==> src/rtl/column_input_ctrl.sv <==
// column_input_ctrl: player move-entry stage ahead of the column-select FSM.
// Debounces left/right/drop buttons, keeps a column cursor, and issues a
// one-cycle commit (out_column/out_enable) for each legal drop press.
// Optional build macro CURSOR_SKIP_FULL_EN: cursor movement skips full columns
// and the cursor steps off a column that fills after a commit.
module column_input_ctrl #(
    parameter int unsigned NUM_COLS        = 4,
    parameter int unsigned NUM_ROWS        = 4,
    parameter int unsigned DEBOUNCE_CYCLES = 16,
    parameter int unsigned CNT_W           = 8
) (
    input  logic        clk,
    input  logic        reset,
    input  logic        btn_left,
    input  logic        btn_right,
    input  logic        btn_drop,
    input  logic [15:0] in_gameboard,
    input  logic [1:0]  in_game_status,
    output logic [3:0]  out_column,
    output logic        out_enable,
    output logic [3:0]  cursor,
    output logic        drop_rejected,
    output logic        locked
);

    localparam int unsigned NB       = 3;
    localparam int unsigned BTN_L    = 0;
    localparam int unsigned BTN_R    = 1;
    localparam int unsigned BTN_D    = 2;
    localparam int unsigned TOP_BASE = (NUM_ROWS - 1) * NUM_COLS;

    localparam logic [CNT_W-1:0] DEB_MAX  = CNT_W'(DEBOUNCE_CYCLES);
    localparam logic [CNT_W-1:0] DEB_PRE  = CNT_W'(DEBOUNCE_CYCLES - 1);
    localparam logic [3:0]       LAST_COL = 4'(NUM_COLS - 1);

    typedef enum logic [1:0] {
        S_IDLE     = 2'd0,
        S_COMMIT   = 2'd1,
        S_WAIT_REL = 2'd2,
        S_LOCKED   = 2'd3
    } state_e;

    logic [NB-1:0]    btn_raw;
    logic [CNT_W-1:0] cnt_q [NB];
    logic [CNT_W-1:0] cnt_d [NB];
    logic [NB-1:0]    ev_q, ev_d;

    state_e     state_q, state_d;
    logic [3:0] cursor_q, cursor_d;
    logic [3:0] out_column_q, out_column_d;
    logic       out_enable_q, out_enable_d;
    logic       drop_rejected_q, drop_rejected_d;
    logic       locked_q, locked_d;

    logic [15:0] full_vec;
    logic [3:0]  left_tgt, right_tgt;
    logic        game_over;

    // Only the top row decides whether a column is full; the rest of the board
    // is irrelevant to this stage.
    logic unused_board;
    assign unused_board = ^in_gameboard;

    assign btn_raw   = {btn_drop, btn_right, btn_left};
    assign game_over = (in_game_status != 2'b00);

    function automatic logic [3:0] step_left(input logic [3:0] c);
        return (c == 4'd0) ? LAST_COL : c - 4'd1;
    endfunction

    function automatic logic [3:0] step_right(input logic [3:0] c);
        return (c == LAST_COL) ? 4'd0 : c + 4'd1;
    endfunction

`ifdef CURSOR_SKIP_FULL_EN
    // Walk leftwards (with wrap) to the first free column; stay put if none.
    function automatic logic [3:0] seek_left(input logic [3:0] c, input logic [15:0] full);
        logic [3:0] cand;
        logic [3:0] res;
        logic       found;
        cand  = c;
        res   = c;
        found = 1'b0;
        for (int s = 1; s < int'(NUM_COLS); s++) begin
            cand = step_left(cand);
            if (!found && !full[cand]) begin
                res   = cand;
                found = 1'b1;
            end
        end
        return res;
    endfunction

    // Walk rightwards (with wrap) to the first free column; stay put if none.
    function automatic logic [3:0] seek_right(input logic [3:0] c, input logic [15:0] full);
        logic [3:0] cand;
        logic [3:0] res;
        logic       found;
        cand  = c;
        res   = c;
        found = 1'b0;
        for (int s = 1; s < int'(NUM_COLS); s++) begin
            cand = step_right(cand);
            if (!found && !full[cand]) begin
                res   = cand;
                found = 1'b1;
            end
        end
        return res;
    endfunction
`endif

    // Per-column full flags taken from the top row of the board.
    always_comb begin
        full_vec = '0;
        for (int i = 0; i < int'(NUM_COLS); i++) begin
            full_vec[i] = in_gameboard[TOP_BASE + i];
        end
    end

    // Cursor movement targets for a left or right event.
    always_comb begin
`ifdef CURSOR_SKIP_FULL_EN
        left_tgt  = seek_left(cursor_q, full_vec);
        right_tgt = seek_right(cursor_q, full_vec);
`else
        left_tgt  = step_left(cursor_q);
        right_tgt = step_right(cursor_q);
`endif
    end

    // Debounce: count stable-high cycles, saturate, fire once on reaching the limit.
    always_comb begin
        for (int i = 0; i < int'(NB); i++) begin
            cnt_d[i] = '0;
            ev_d[i]  = 1'b0;
            if (btn_raw[i]) begin
                cnt_d[i] = (cnt_q[i] == DEB_MAX) ? cnt_q[i] : cnt_q[i] + CNT_W'(1);
                ev_d[i]  = (cnt_q[i] == DEB_PRE);
            end
        end
    end

    // Next state and outputs; game over overrides everything, including a commit.
    always_comb begin
        state_d         = state_q;
        cursor_d        = cursor_q;
        out_column_d    = out_column_q;
        out_enable_d    = 1'b0;
        drop_rejected_d = 1'b0;
        locked_d        = game_over;

        if (game_over) begin
            state_d = S_LOCKED;
        end else begin
            case (state_q)
                S_IDLE: begin
                    if (ev_q[BTN_D]) begin
                        if (full_vec[cursor_q]) begin
                            drop_rejected_d = 1'b1;
                        end else begin
                            state_d      = S_COMMIT;
                            out_enable_d = 1'b1;
                            out_column_d = cursor_q;
                        end
                    end else if (ev_q[BTN_L]) begin
                        cursor_d = left_tgt;
                    end else if (ev_q[BTN_R]) begin
                        cursor_d = right_tgt;
                    end
                end
                S_COMMIT: begin
                    state_d = S_WAIT_REL;
                end
                S_WAIT_REL: begin
`ifdef CURSOR_SKIP_FULL_EN
                    if (full_vec[cursor_q]) begin
                        cursor_d = right_tgt;
                    end
`endif
                    if (!btn_drop) begin
                        state_d = S_IDLE;
                    end
                end
                S_LOCKED: begin
                    state_d = btn_drop ? S_WAIT_REL : S_IDLE;
                end
                default: begin
                    state_d = S_IDLE;
                end
            endcase
        end
    end

    // State and output registers with synchronous reset.
    always_ff @(posedge clk) begin
        if (reset) begin
            for (int i = 0; i < int'(NB); i++) begin
                cnt_q[i] <= '0;
            end
            ev_q            <= '0;
            state_q         <= S_IDLE;
            cursor_q        <= 4'd0;
            out_column_q    <= 4'd0;
            out_enable_q    <= 1'b0;
            drop_rejected_q <= 1'b0;
            locked_q        <= 1'b0;
        end else begin
            for (int i = 0; i < int'(NB); i++) begin
                cnt_q[i] <= cnt_d[i];
            end
            ev_q            <= ev_d;
            state_q         <= state_d;
            cursor_q        <= cursor_d;
            out_column_q    <= out_column_d;
            out_enable_q    <= out_enable_d;
            drop_rejected_q <= drop_rejected_d;
            locked_q        <= locked_d;
        end
    end

    assign out_column    = out_column_q;
    assign out_enable    = out_enable_q;
    assign cursor        = cursor_q;
    assign drop_rejected = drop_rejected_q;
    assign locked        = locked_q;

endmodule

==> config.mk <==
export PLATFORM = sky130hd
export DESIGN_NAME = column_input_ctrl
export DESIGN_NICKNAME = d
export VERILOG_FILES = /design/src/rtl/column_input_ctrl.sv
export SDC_FILE = /design/constraint.sdc
export NUM_CORES = 1
export LEC_CHECK = 0
export CAP_MARGIN = 20
export CORE_MARGIN = 8
export CORE_UTILIZATION = 50
export DETAILED_ROUTE_END_ITERATION = 12
export GPL_ROUTABILITY_DRIVEN = 0
export PLACE_DENSITY = 0.77
export SYNTH_ARGS = -nofsm -noshare
export SYNTH_HDL_FRONTEND = slang
export SYNTH_SLANG_ARGS = --single-unit
==> constraint.sdc <==
create_clock -name clk -period 1.8 [get_ports clk]
set_clock_uncertainty 0.1 [all_clocks]
set_input_delay 0.18 -clock clk [delete_from_list [all_inputs] [get_ports clk]]
set_output_delay 0.18 -clock clk [all_outputs]
set_load 0.01 [all_outputs]
==> reports/metrics.cfg <==
[outcome]
outcome = finished, final reports clean

[sta]
rsz0062_at_grt = no
min_period_ns = 1.70
maxSlewViolCount = 0
timing.fmax_ghz = 0.588
slew_headroom = 0.775
finalHoldViolCount = 0
setup_viol = 0
max_slew.worst_pin.slew_ns = 0.337
finalCritPeriodShare = 0.945
fin_tns_setup_ns = 0

[yosys]
syn_nets = 238
yosysSeqAreaShare = 0.434
ys_types = 33
yosys_register_bits = 40
syn_area_per_cell_um2 = 8.95
synthesis.area_um2 = 1840
ys.warnings.count = 0
synth_cells = 206

[setup_path]
cp-end-kind = register
critical_path_arrival_ns = 1.78
required_ns = 1.88
critPathMaxFanout = 4
startpoint_type = register
crit_type = reg2reg

[route]
vias_per_cell = 5.10
routed_wl_um = 3400
routedWlPerCell_um = 12.0
final_antenna_net_count = 0
drc = 0
first_pass_iters = 4
initialDrtViolationCount = 95
dr_total_vias = 1442

[layout]
multi_input_area_um2 = 986
insertedDiodeCount = 0
drive_gt1_frac = 0.0766
syn2layout_area_growth_pct = 20.6
final_cells = 283
nets = 266
final_common_cell = dfxtp_1
layout_common_cells = 40 x dfxtp_1, 35 x nor2_1, 21 x clkdlybuf4s50_1
area.sequential_um2 = 801
num-fill-cells = 310

[global_routing]
grt.total_usage = 0.124
grt_max_degree = 16
grt_pass1_wl_um = 6110
grt.overflow.total = 0
grt_pass1_vias = 1427
antenna_found_initial = 0

[die]
dieArea_um2 = 5890
die_w_um = 76.7
ios = 34
coreArea_um2 = 3610
die_y_um = 76.7
num_rows = 22
initial_core_util = 0.511

[clock_network]
clk_latency_ns = 0.29
cts-root-buf = clkbuf_8
cts_made_buffers = 5
cts_resized = 0
clkTransAtPathRegs_ns = 0.08
cts_setup_buffers = 0
htree_levels = 2
clock-sinks = 40
cts_max_path_buffers = 2
cts_tree = built
holdBufCountCts = 0

[place]
io_buffers = 21
placed_cells_incl_taps = 275
hpwl_um = 2500

[job]
cap_violations = 0

[power_and_ir_drop]
power_density_nw_per_um2 = 731
total_leakage_power_nw = 0.820
peakVddDrop_mv = 0.581

[worst_hold_path]
hold_class = reg2reg

## path summary, 6_finish.rpt
kind	cells after the start	slack, ns	endpoint	start
worst max-delay path	4	0.1	cnt_q[0][17]$_SDFFE_PP0P_	cnt_q[0][21]$_SDFFE_PP0P_
worst min-delay path	2	0.38	out_column[3]$_SDFFE_PP0P_	out_column[3]$_SDFFE_PP0P_
worst max register to register	4	0.1	cnt_q[0][17]$_SDFFE_PP0P_	cnt_q[0][21]$_SDFFE_PP0P_
worst min register to register	2	0.38	out_column[3]$_SDFFE_PP0P_	out_column[3]$_SDFFE_PP0P_
## cells in the mapped netlist
library cell,number,share of area
dfxtp_1,40,0.43
nor2_1,35,0.071
xor2_1,12,0.057
inv_1,10,0.020
nand2_1,10,0.020
nand3_1,10,0.027
xnor2_1,10,0.047
ha_1,9,0.061
a21oi_1,7,0.019
mux2i_1,7,0.038
nand2b_1,7,0.024
or3_1,6,0.020
o21ai_0,5,0.014
clkbuf_1,4,0.0081
a211oi_1,3,0.012
and2_1,3,0.010
and3_1,3,0.010
nand4_1,3,0.010
nor4_1,3,0.010
or4_4,3,0.018
nor2b_1,2,0.0068
nor3_1,2,0.0054
o41ai_1,2,0.0095
a21o_1,1,0.0041
a31oi_1,1,0.0034
buf_2,1,0.0027
nand4b_1,1,0.0047
nor4bb_1,1,0.0054
o22a_1,1,0.0047
o22ai_1,1,0.0034
o22ai_2,1,0.0068
or3b_2,1,0.0047
or4b_1,1,0.0054
## worst max-delay path, cell delays in order, from the launching register on
cell,delay (ns)
dfxtp_1,0.35
or3_1,0.39
or4_4,0.53
mux2i_1,0.18
nor2_1,0.05
## area by class of cell
class,count,area share
Inverter,10,0.0169
Multi-Input combinational cell,151,0.443
Clock buffer,6,0.0371
Clock inverter,2,0.00450
Tap cell,48,0.0270
Timing Repair Buffer,26,0.111
Sequential cell,40,0.360
## power by group
part | switching [mW] | leakage (nW) | internal (mW)
clock network | 0.308 | 0.0510 | 0.306
registers | 0.0140 | 0.324 | 0.898
logic | 0.0477 | 0.445 | 0.0520
total | 0.370 | 0.820 | 1.26
## state kept, by name, summed over array words and instances (netlist names)
| register | flops |
|---|---|
| locked | 1 |
| drop_rejected | 1 |
| out_enable | 1 |
| ev_q | 3 |
| cursor | 4 |
| state_q | 2 |
| cnt_q | 24 |
| out_column | 4 |
## through the flow
step                hold WS (ns)  worst slack (ns)  cell area, um^2  total power, mW   util
floorplan                  0.234             0.183             1840            0.987      -
global placement           0.364            0.0508             2130             1.03  0.591
detailed placement         0.369           0.00920             2130             1.03  0.591
CTS                        0.381            0.0934             2220             1.65  0.617
global route               0.396           0.00597             2220             1.70  0.617
finish                     0.382            0.0997             2220             1.63  0.617
## logic make-up (layout without fill, tap and decap cells)
family,count (synthesis),in the layout,share of synthesized area
AOI/OAI and AO/OA,22,22,0.0767
xor gates and xnor gates,22,22,0.104
adders and majority gates,9,9,0.0611
buffers and inverters,15,44,0.0312
DFF,40,40,0.434
muxes,7,7,0.0380
and+or+nand+nor,91,91,0.254
## per-layer routing
layer	up-vias	track usage	wire length, um
met5	-	0	0
met4	0	0.0558	87
met3	8	0.0466	165
met2	25	0.205	1520
met1	648	0.139	1630
li1	761	-	-
No activity file was read; power rests on OpenSTA's default activity.
